--- src/rtl/axi_lite_master_pkg.sv ---
// Shared types and constants for the single-beat AXI4-Lite command master.
package axi_lite_master_pkg;

  typedef enum logic [2:0] {
    ST_IDLE, ST_WR_REQ, ST_WR_RESP, ST_RD_REQ, ST_RD_DATA, ST_DONE
  } state_e;

  localparam int STAT_BUSY    = 0;
  localparam int STAT_TMO     = 1;
  localparam int STAT_BERR    = 2;
  localparam int STAT_RESP_LO = 4;
  localparam int STAT_IRQ     = 8;

  localparam logic [1:0] RESP_OKAY   = 2'b00;
  localparam logic [1:0] RESP_EXOKAY = 2'b01;
  localparam logic [1:0] RESP_SLVERR = 2'b10;
  localparam logic [1:0] RESP_DECERR = 2'b11;

  localparam logic [2:0] AXI_SIZE_4B = 3'b010;

  function automatic logic [31:0] pack_status(input logic busy, input logic tmo,
                                              input logic berr, input logic [1:0] resp,
                                              input logic irq);
    logic [31:0] s;
    s = '0;
    s[STAT_BUSY]            = busy;
    s[STAT_TMO]             = tmo;
    s[STAT_BERR]            = berr;
    s[STAT_RESP_LO +: 2]    = resp;
    s[STAT_IRQ]             = irq;
    return s;
  endfunction

endpackage

--- src/rtl/axi_lite_timeout.sv ---
// Loadable cycle counter; expired_o fires on the LIMIT-th enabled cycle after a load.
module axi_lite_timeout #(
  parameter int unsigned LIMIT = 100000000
) (
  input  logic clk,
  input  logic rst,
  input  logic load_i,
  input  logic en_i,
  output logic expired_o
);

  localparam int unsigned CW = $clog2(LIMIT + 1);

  logic [CW-1:0] cnt_q, cnt_d;

  assign expired_o = en_i && (cnt_q == CW'(LIMIT - 1));

  always_comb begin
    cnt_d = cnt_q;
    if (load_i)
      cnt_d = '0;
    else if (en_i && !expired_o)
      cnt_d = cnt_q + CW'(1);
  end

  always_ff @(posedge clk or negedge rst) begin
    if (!rst) cnt_q <= '0;
    else      cnt_q <= cnt_d;
  end

endmodule

--- src/rtl/axi_lite_cmd_master.sv ---
// Host command -> single-beat AXI4-Lite read/write. Define AXI_LITE_MASTER_TIMEOUT_EN
// to bound every AXI channel wait by DEFAULT_TIMEOUT cycles.
module axi_lite_cmd_master
  import axi_lite_master_pkg::*;
#(
  parameter int          INVERT_AXI_RESET = 0,
  parameter int          ADDR_WIDTH       = 32,
  parameter int          INTERRUPT_WIDTH  = 32,
  parameter int unsigned DEFAULT_TIMEOUT  = 100000000
) (
  input  logic                       clk,
  input  logic                       rst,
  input  logic                       i_cmd_en,
  output logic                       o_cmd_ack,
  output logic                       o_cmd_error,
  output logic [31:0]                o_cmd_status,
  output logic                       o_cmd_interrupt,
  input  logic [ADDR_WIDTH-1:0]      i_cmd_addr,
  input  logic                       i_cmd_wr_rd,
  input  logic [3:0]                 i_cmd_byte_en,
  input  logic [31:0]                i_cmd_data_count,
  input  logic [31:0]                i_cmd_data,
  output logic [31:0]                o_cmd_data,
  output logic [3:0]                 o_awid,
  output logic [ADDR_WIDTH-1:0]      o_awaddr,
  output logic [2:0]                 o_awsize,
  output logic                       o_awvalid,
  input  logic                       i_awready,
  output logic [3:0]                 o_wid,
  output logic [31:0]                o_wdata,
  output logic [3:0]                 o_wstrobe,
  output logic                       o_wlast,
  output logic                       o_wvalid,
  input  logic                       i_wready,
  input  logic [3:0]                 i_bid,
  input  logic [1:0]                 i_bresp,
  input  logic                       i_bvalid,
  output logic                       o_bready,
  output logic [3:0]                 o_arid,
  output logic [ADDR_WIDTH-1:0]      o_araddr,
  output logic [7:0]                 o_arlen,
  output logic [2:0]                 o_arsize,
  output logic                       o_arvalid,
  input  logic                       i_arready,
  input  logic [3:0]                 i_rid,
  input  logic [31:0]                i_rdata,
  input  logic [1:0]                 i_rresp,
  input  logic [3:0]                 i_rstrobe,
  input  logic                       i_rlast,
  input  logic                       i_rvalid,
  output logic                       o_rready,
  input  logic [INTERRUPT_WIDTH-1:0] i_interrupts
);

  state_e                state_q, state_d;
  logic [ADDR_WIDTH-1:0] addr_q, addr_d;
  logic [3:0]            be_q, be_d;
  logic [31:0]           wdata_q, wdata_d;
  logic [31:0]           rdata_q, rdata_d;
  logic [1:0]            resp_q, resp_d;
  logic                  berr_q, berr_d;
  logic                  tmo_q, tmo_d;
  logic                  awv_q, awv_d;
  logic                  wv_q, wv_d;
  logic                  arv_q, arv_d;
  logic                  irq_q;
  logic                  waiting;
  logic                  tmo_expired;

  // Counter runs only while parked on an AXI channel; IDLE holds it cleared.
  assign waiting = (state_q == ST_WR_REQ) || (state_q == ST_WR_RESP) ||
                   (state_q == ST_RD_REQ) || (state_q == ST_RD_DATA);

`ifdef AXI_LITE_MASTER_TIMEOUT_EN
  axi_lite_timeout #(.LIMIT(DEFAULT_TIMEOUT)) u_timeout (
    .clk       (clk),
    .rst       (rst),
    .load_i    (state_q == ST_IDLE),
    .en_i      (waiting),
    .expired_o (tmo_expired)
  );
`else
  assign tmo_expired = 1'b0;
`endif

  logic unused_ok;
  assign unused_ok = ^{i_bid, i_rid, i_rstrobe, i_rlast, i_cmd_data_count,
                       (INVERT_AXI_RESET != 0), (DEFAULT_TIMEOUT != 0)};

  always_comb begin
    state_d = state_q;
    addr_d  = addr_q;
    be_d    = be_q;
    wdata_d = wdata_q;
    rdata_d = rdata_q;
    resp_d  = resp_q;
    berr_d  = berr_q;
    tmo_d   = tmo_q;
    awv_d   = awv_q;
    wv_d    = wv_q;
    arv_d   = arv_q;
    case (state_q)
      ST_IDLE: if (i_cmd_en) begin
        addr_d  = i_cmd_addr;
        be_d    = i_cmd_byte_en;
        wdata_d = i_cmd_data;
        resp_d  = RESP_OKAY;
        berr_d  = 1'b0;
        tmo_d   = 1'b0;
        if (i_cmd_wr_rd) begin
          awv_d   = 1'b1;
          wv_d    = 1'b1;
          state_d = ST_WR_REQ;
        end else begin
          arv_d   = 1'b1;
          state_d = ST_RD_REQ;
        end
      end
      ST_WR_REQ: begin
        if (i_awready) awv_d = 1'b0;
        if (i_wready)  wv_d  = 1'b0;
        if ((!awv_q || i_awready) && (!wv_q || i_wready))
          state_d = ST_WR_RESP;
      end
      ST_WR_RESP: if (i_bvalid) begin
        resp_d  = i_bresp;
        berr_d  = (i_bresp != RESP_OKAY);
        state_d = ST_DONE;
      end
      ST_RD_REQ: if (i_arready) begin
        arv_d   = 1'b0;
        state_d = ST_RD_DATA;
      end
      ST_RD_DATA: if (i_rvalid) begin
        rdata_d = i_rdata;
        resp_d  = i_rresp;
        berr_d  = (i_rresp != RESP_OKAY);
        state_d = ST_DONE;
      end
      ST_DONE: if (!i_cmd_en) state_d = ST_IDLE;
      default: state_d = ST_IDLE;
    endcase
    // Expiry overrides any handshake landing on the same edge.
    if (tmo_expired) begin
      awv_d   = 1'b0;
      wv_d    = 1'b0;
      arv_d   = 1'b0;
      tmo_d   = 1'b1;
      state_d = ST_DONE;
    end
  end

  always_ff @(posedge clk or negedge rst) begin
    if (!rst) begin
      state_q <= ST_IDLE;
      addr_q  <= '0;
      be_q    <= '0;
      wdata_q <= '0;
      rdata_q <= '0;
      resp_q  <= RESP_OKAY;
      berr_q  <= 1'b0;
      tmo_q   <= 1'b0;
      awv_q   <= 1'b0;
      wv_q    <= 1'b0;
      arv_q   <= 1'b0;
      irq_q   <= 1'b0;
    end else begin
      state_q <= state_d;
      addr_q  <= addr_d;
      be_q    <= be_d;
      wdata_q <= wdata_d;
      rdata_q <= rdata_d;
      resp_q  <= resp_d;
      berr_q  <= berr_d;
      tmo_q   <= tmo_d;
      awv_q   <= awv_d;
      wv_q    <= wv_d;
      arv_q   <= arv_d;
      irq_q   <= |i_interrupts;
    end
  end

  assign o_cmd_ack       = (state_q == ST_DONE);
  assign o_cmd_error     = o_cmd_ack && (berr_q || tmo_q);
  assign o_cmd_status    = pack_status(waiting, tmo_q, berr_q, resp_q, irq_q);
  assign o_cmd_interrupt = irq_q;
  assign o_cmd_data      = rdata_q;

  assign o_awid    = 4'd0;
  assign o_awaddr  = addr_q;
  assign o_awsize  = AXI_SIZE_4B;
  assign o_awvalid = awv_q;
  assign o_wid     = 4'd0;
  assign o_wdata   = wdata_q;
  assign o_wstrobe = be_q;
  assign o_wlast   = 1'b1;
  assign o_wvalid  = wv_q;
  assign o_bready  = (state_q == ST_WR_RESP);
  assign o_arid    = 4'd0;
  assign o_araddr  = addr_q;
  assign o_arlen   = 8'd0;
  assign o_arsize  = AXI_SIZE_4B;
  assign o_arvalid = arv_q;
  assign o_rready  = (state_q == ST_RD_DATA);

endmodule

--- config.mk ---
export PLATFORM = sky130hd
export DESIGN_NAME = axi_lite_cmd_master
export DESIGN_NICKNAME = d
export VERILOG_FILES = /design/src/rtl/axi_lite_master_pkg.sv /design/src/rtl/axi_lite_timeout.sv /design/src/rtl/axi_lite_cmd_master.sv
export SDC_FILE = /design/constraint.sdc
export NUM_CORES = 1
export LEC_CHECK = 0
export CAP_MARGIN = 20
export CORE_AREA = 2 2 153 155
export CTS_CLUSTER_DIAMETER = 150
export DETAILED_ROUTE_END_ITERATION = 8
export DIE_AREA = 0 0 155 157
export SETUP_SLACK_MARGIN = 0.05
export SLEW_MARGIN = 30
export SYNTH_ARGS = -nofsm -noshare
export SYNTH_HDL_FRONTEND = slang
export SYNTH_SLANG_ARGS = --single-unit
--- constraint.sdc ---
create_clock -name clk -period 2.69 [get_ports clk]
set_input_delay 0.538 -clock clk [delete_from_list [all_inputs] [get_ports clk]]
set_output_delay 0.538 -clock clk [all_outputs]
set_load 0.01 [all_outputs]
* After elaboration in Yosys (flattened, before gate mapping)
Index checks and enable logic that the tools add are counted.
Widths: inputs -> output; s select.
** Storage, ports and cells
- Input bits :: 190
- Output and inout bits :: 199
- Word-level logic and storage cells :: 75
- Bits in registers :: 110
** Cells by class
- Eq/ne operators :: 15
- Mux-type cells :: 26
- Reductions and logical operators :: 23
** Operators with widths (count)
- $reduce_or 32->1 :: 1
- $mux 3 :: 6
- $ne 2x2->1 const B :: 9
- $pmux 3 s6 :: 1
- $reduce_and 4->1 :: 4
- $mux 1 :: 10
- $mux 2 :: 4
- $reduce_bool 2->1 :: 4
- $eq 3x2->1 const B :: 2
- $eq 3x3->1 const B :: 2
- $pmux 1 s2 :: 3
- $pmux 2 s3 :: 1
- $reduce_and 6->1 :: 1
- $logic_or 1x1->1 :: 5
- $reduce_and 2->1 :: 2
- $eq 3x1->1 const B :: 1
- $logic_not 3->1 :: 1
- $pmux 1 s3 :: 1
- $reduce_bool 3->1 :: 1
- $logic_and 1x1->1 :: 2
- $logic_not 1->1 :: 2
- $ne 2x1->1 const B :: 1

* Longest topological paths before layout
Gate-level depths: netlist of the first run.
- Depth after elaboration :: 5
- Gate-level depth with buffers :: 7
- Gate-level depth less buffers :: 4

* Worst setup path before layout of the first run
No wires, ideal clock.
- Kind :: register -> register
- Start :: register state_q[2]
- End :: register addr_q[11], in the netlist o_araddr[11]
- Data arrival time :: 1.505 ns
- Library setup time :: 0.125 ns
- Path buffers :: 4
- Clock period less this slack :: 1.630 ns
- Cell stages (with the launch flop) :: 8
- Data required time :: 2.565 ns
- Path slack :: 1.060 ns
- Path through :: dfrtp_1 > buf_6 > nor2_4 > and3_1 > buf_4 > buf_6 > buf_6 > mux2_4
** On the way
- Longest elaborated chain between the ends :: 2
** RTL lines
- start: declaration :: RTL line axi_lite_cmd_master.sv:55 : state_e state_q, state_d;
- start signal: assignment :: RTL line axi_lite_cmd_master.sv:168 : state_q <= state_d;
- $logic_not 3->1 :: RTL line axi_lite_cmd_master.sv:102 : case (state_q)
- $reduce_and 2->1 (no line)
- end signal: assignment :: RTL line axi_lite_cmd_master.sv:169 : addr_q <= addr_d;
- end: declaration :: RTL line axi_lite_cmd_master.sv:56 : logic [ADDR_WIDTH-1:0] addr_q, addr_d;
No other way between the ends.
A chain may end at the register's enable or synchronous reset.

* Worst setup path after layout of the first run
- Start :: register state_q[1]
- End :: output o_cmd_error
** On the way
- Longest elaborated chain between the ends :: 2
** RTL lines
- $eq 3x3->1 :: RTL line axi_lite_cmd_master.sv:183 : assign o_cmd_ack = (state_q == ST_DONE);
- $logic_and 1x1->1 :: RTL line axi_lite_cmd_master.sv:184 : assign o_cmd_error = o_cmd_ack && (berr_q || tmo_q);
- end: declaration :: RTL line axi_lite_cmd_master.sv:15 : output logic o_cmd_error,
No other way between the ends.

==> results of run 1 <==
metrics by stage:
stage / hold slack [ns] / cells / util, %
final: 0.0854 / 924 / 36.4
after global routing: 0.102 / 924 / 36.4
after CTS: 0.0886 / 924 / 36.4
after detailed placement: 0.474 / 908 / 35.1
after global placement: 0.466 / 908 / 35.1
after floorplan: 0.242 / 433 / -
state kept, by name, summed over array words and instances (netlist names):
register         cells
berr_q               1
o_araddr            32
o_arvalid            1
o_awvalid            1
o_cmd_data          32
o_cmd_interrupt      1
o_wdata             32
o_wstrobe            4
o_wvalid             1
resp_q               2
state_q              3
Yosys cell counts (4+ instances only):
cell | instances | area [um^2]
mux2_4 | 20 | 300
buf_4 | 90 | 676
nand2b_1 | 4 | 25.0
nor2_1 | 7 | 26.3
mux2_1 | 81 | 912
nor4_1 | 8 | 50.1
buf_2 | 6 | 30.0
dfrtp_1 | 110 | 2750
nand2_1 | 7 | 26.3
buf_6 | 8 | 90.1
o21ai_0 | 4 | 20.0
logic make-up after synthesis:
group,share of synthesized area [%]
flops,53.4
buf+inv,15.6
mux,24.1
simple gates,4.10
compound gates,2.43
other cells,0.146
xor+xnor,0.170
how the worst min path moves through the flow:
stage                            from              to  slack [ns]  depth (start not counted)
final                             rst     o_wdata[19]        0.09                          1
after global routing              rst  o_cmd_data[13]        0.10                          1
after CTS                         rst  o_cmd_data[13]        0.09                          1
after detailed placement   o_wdata[1]      o_wdata[1]        0.47                          1
after global placement    o_wdata[10]     o_wdata[10]        0.47                          1
after floorplan                   rst          berr_q        0.24                          0
worst reg2reg max path: cells and delay by family, from the launching register on:
family,cells,cell delay (ns)
simple gates,2,0.57
flops,1,0.52
mux,1,0.39
buf+inv,1,0.22
power groups by stage:
stage	Combinational, W	Clock, W	Sequential, W
3_3_place_gp	0.00454	0	0.00304
2_1_floorplan	0.00197	0	0.00333
3_5_place_dp	0.00457	0	0.00307
6_report	0.00449	0.00135	0.00302
5_1_grt	0.00481	0.00150	0.00315
4_1_cts	0.00458	0.00143	0.00304
layout make-up:
class,count,area (um^2),area share [%]
multi-input combinational,216,1800,21.9
tap,285,357,4.35
inverter,2,7.51,0.0915
timing repair buffer,295,2990,36.4
clock inverter,6,62.6,0.763
clock buffer,10,239,2.91
sequential,110,2750,33.6
metal layers:
layer | global-route usage (%) | wire (um) | vias to the layer above
li1 | - | - | 1670
met1 | 12.9 | 5500 | 1749
met2 | 18.8 | 6910 | 163
met3 | 3.03 | 975 | 14
met4 | 3.44 | 178 | 0
met5 | 0 | 0 | -
==> summary.md, run 1 <==
| Metric | Value |
|---|---|
| Sw power | `0.00288 W` |
| Insertion delay to the later sink of the worst-skew pair | `0.36 ns` |
| Reg2Reg Depth | `4` |
| Area growth from synthesis to layout | `59.0%` |
| Detailed Route Iter0 Violations | `105` |
| Die X-Extent | `155 um` |
| Max Cap Violations | `0` |
| Fill cell count | `2217` |
| Time the final worst path needs with I/O delays and setup | `2.49 ns` |
| CP endpoint | `o_cmd_error` |
| Cell family with most CP delay | `buffers and inverters` |
| Unrepaired setup endpoints after global routing | `no` |
| Post-CTS setup-driven buffer insertion count | `0` |
| Inserted Diodes | `0` |
| Gates resized, CTS repair | `0` |
| Flip-flop and latch count after synthesis | `110` |
| Startpoint type of the worst setup path | `register` |
| Static leakage | `3.42 nW` |
| Final Hold Violating Endpoints | `0` |
| H-tree depth | `3` |
| Maximum buffer depth of the clock tree | `2` |
| Port bufs | `289` |
| Final period util | `92.6%` |
| Worst Setup Slack, final | `0.198 ns` |
| Max frequency | `0.401 GHz` |
| CTS clk-pin slew, worst paths | `0.09 ns` |
| Seq pwr share | `34.1%` |
| DRC violations left | `0` |
| Number of synthesis warnings | `0` |
| CP Data Arrival Time | `1.95 ns` |
| CTS Buf Count | `9` |
| CP Capture Type | `output port` |
| Grt total ovfl | `0` |
| Cell Pwr Density | `1080 nW/um^2` |
| Initial Utilization | `22.9%` |
| Slew HR | `65.1%` |
| Share of final-layout standard cells stronger than drive strength 1 | `7.67%` |
| Via count | `3596` |
| Reg-to-reg startpoint | `state_q[1]` |
| Buffer and inverter count on the worst path | `1` |
| Required time of the critical path | `2.15 ns` |
| Clock power frac | `15.3%` |
| Clock root buffer | `clkbuf_16` |
| Worst clock skew on the final layout | `0.0118 ns` |
| Routed Antenna Nets | `0` |
| Cell-by-cell trace of the critical path | `and2b_4, and3_1, clkdlybuf4s50_1` |
| Depth of the critical timing path with buffers and inverters included | `3` |
| Worst voltage drop across the vdd grid | `0.339 mV` |
| Worst setup path startpoint | `state_q[1]` |
| Number of buffers added to fix hold violations after cts | `0` |
| Half-perimeter wire length of the detailed placement result | `10500 um` |
| Unique masters post-synth | `34` |
| CTS Sinks | `110` |
| Most used cells in the layout excluding fill and tap cells | `clkdlybuf4s50_1 (288), dfrtp_1 (110), mux2_1 (81)` |
| Internal power | `0.00599 W` |
| Routed wire per std cell | `14.7 um` |
| Maximum cell stage delay along the critical path | `0.55 ns` |
| Switching share of power | `32.5%` |
| Slowest library cell on the worst path | `clkdlybuf4s50_1` |
| Leading register cell type out of synthesis | `dfrtp_1` |
| Global-route wire length before repair | `20300 um` |
| Post-synthesis area per instance | `13.5 um^2` |
| Overall Global Routing Usage | `10.8%` |
| Final setup violation count | `0` |
| Vias in the first global route | `3567` |
| Total detailed-routing wirelength | `13600 um` |
| Most common library cell in the layout ignoring fill and taps | `clkdlybuf4s50_1` |
| Combinational share of power | `50.6%` |
| Setup TNS Final | `0 ns` |
| Final slew viol count | `0` |
| Post-synthesis instance total | `381` |
| Die height | `157 um` |
| Critical R2R Capture | `o_cmd_data[21]` |
| Routed vias/inst | `3.89` |
| Highest net fanout along the worst path | `11` |
| Last weighted congestion value of the routability-driven placer | `0.719` |
| Standard-cell row count | `55` |
| Post-layout total power | `0.00887 W` |
| Total non-filler cell area in the finished layout | `8200 um^2` |
| Number of enable-type register cells in the synthesized netlist | `0` |
| Post-place setup slack | `0.414 ns` |
| Share of synthesized area occupied by flip-flops and latches | `53.4%` |
| Run status | `finished, final reports clean` |
| Path category of the worst min-delay check | `in2async` |
| Core region area | `22500 um^2` |
| Pin count of the biggest net entering global routing | `53` |
| Number of antenna violations at the first check in global routing | `0` |
| Number of detailed-route iterations in the first pass | `3` |
| Reg-to-reg setup timing slack | `0.87 ns` |
| Actual transition at the worst max-transition pin | `0.523 ns` |
| Cell area after synthesis | `5160 um^2` |
| Cell Area, Placed | `7900 um^2` |
| Asr flop ratio synth | `100%` |
| Layout Nets | `824` |
| Setup CP Type | `reg2out` |
| Overall die area | `24300 um^2` |
| Top Ports | `389` |
| CTS tree | `yes` |
Note: power is estimated with default switching activity, not from simulation.
==> run 2: changes to the inputs <==
--- a/config.mk
+++ b/config.mk
@@ -5,13 +5,13 @@
 export SDC_FILE = /design/constraint.sdc
 export NUM_CORES = 1
 export LEC_CHECK = 0
+export ABC_CLOCK_PERIOD_IN_PS = 2690
 export CAP_MARGIN = 20
 export CORE_AREA = 2 2 153 155
 export CTS_CLUSTER_DIAMETER = 150
 export DETAILED_ROUTE_END_ITERATION = 8
 export DIE_AREA = 0 0 155 157
 export SETUP_SLACK_MARGIN = 0.05
-export SLEW_MARGIN = 30
 export SYNTH_ARGS = -nofsm -noshare
 export SYNTH_HDL_FRONTEND = slang
 export SYNTH_SLANG_ARGS = --single-unit
==> results of run 2 <==
Final layout, timing and power as in run 1 (identical DEF).
==> run 3: changes to the inputs <==
--- a/config.mk
+++ b/config.mk
@@ -11,6 +11,7 @@
 export CTS_CLUSTER_DIAMETER = 150
 export DETAILED_ROUTE_END_ITERATION = 8
 export DIE_AREA = 0 0 155 157
+export GPL_ROUTABILITY_DRIVEN = 0
 export SETUP_SLACK_MARGIN = 0.05
 export SYNTH_ARGS = -nofsm -noshare
 export SYNTH_HDL_FRONTEND = slang
==> results of run 3 <==
Final layout, timing and power as in run 1 (identical DEF).
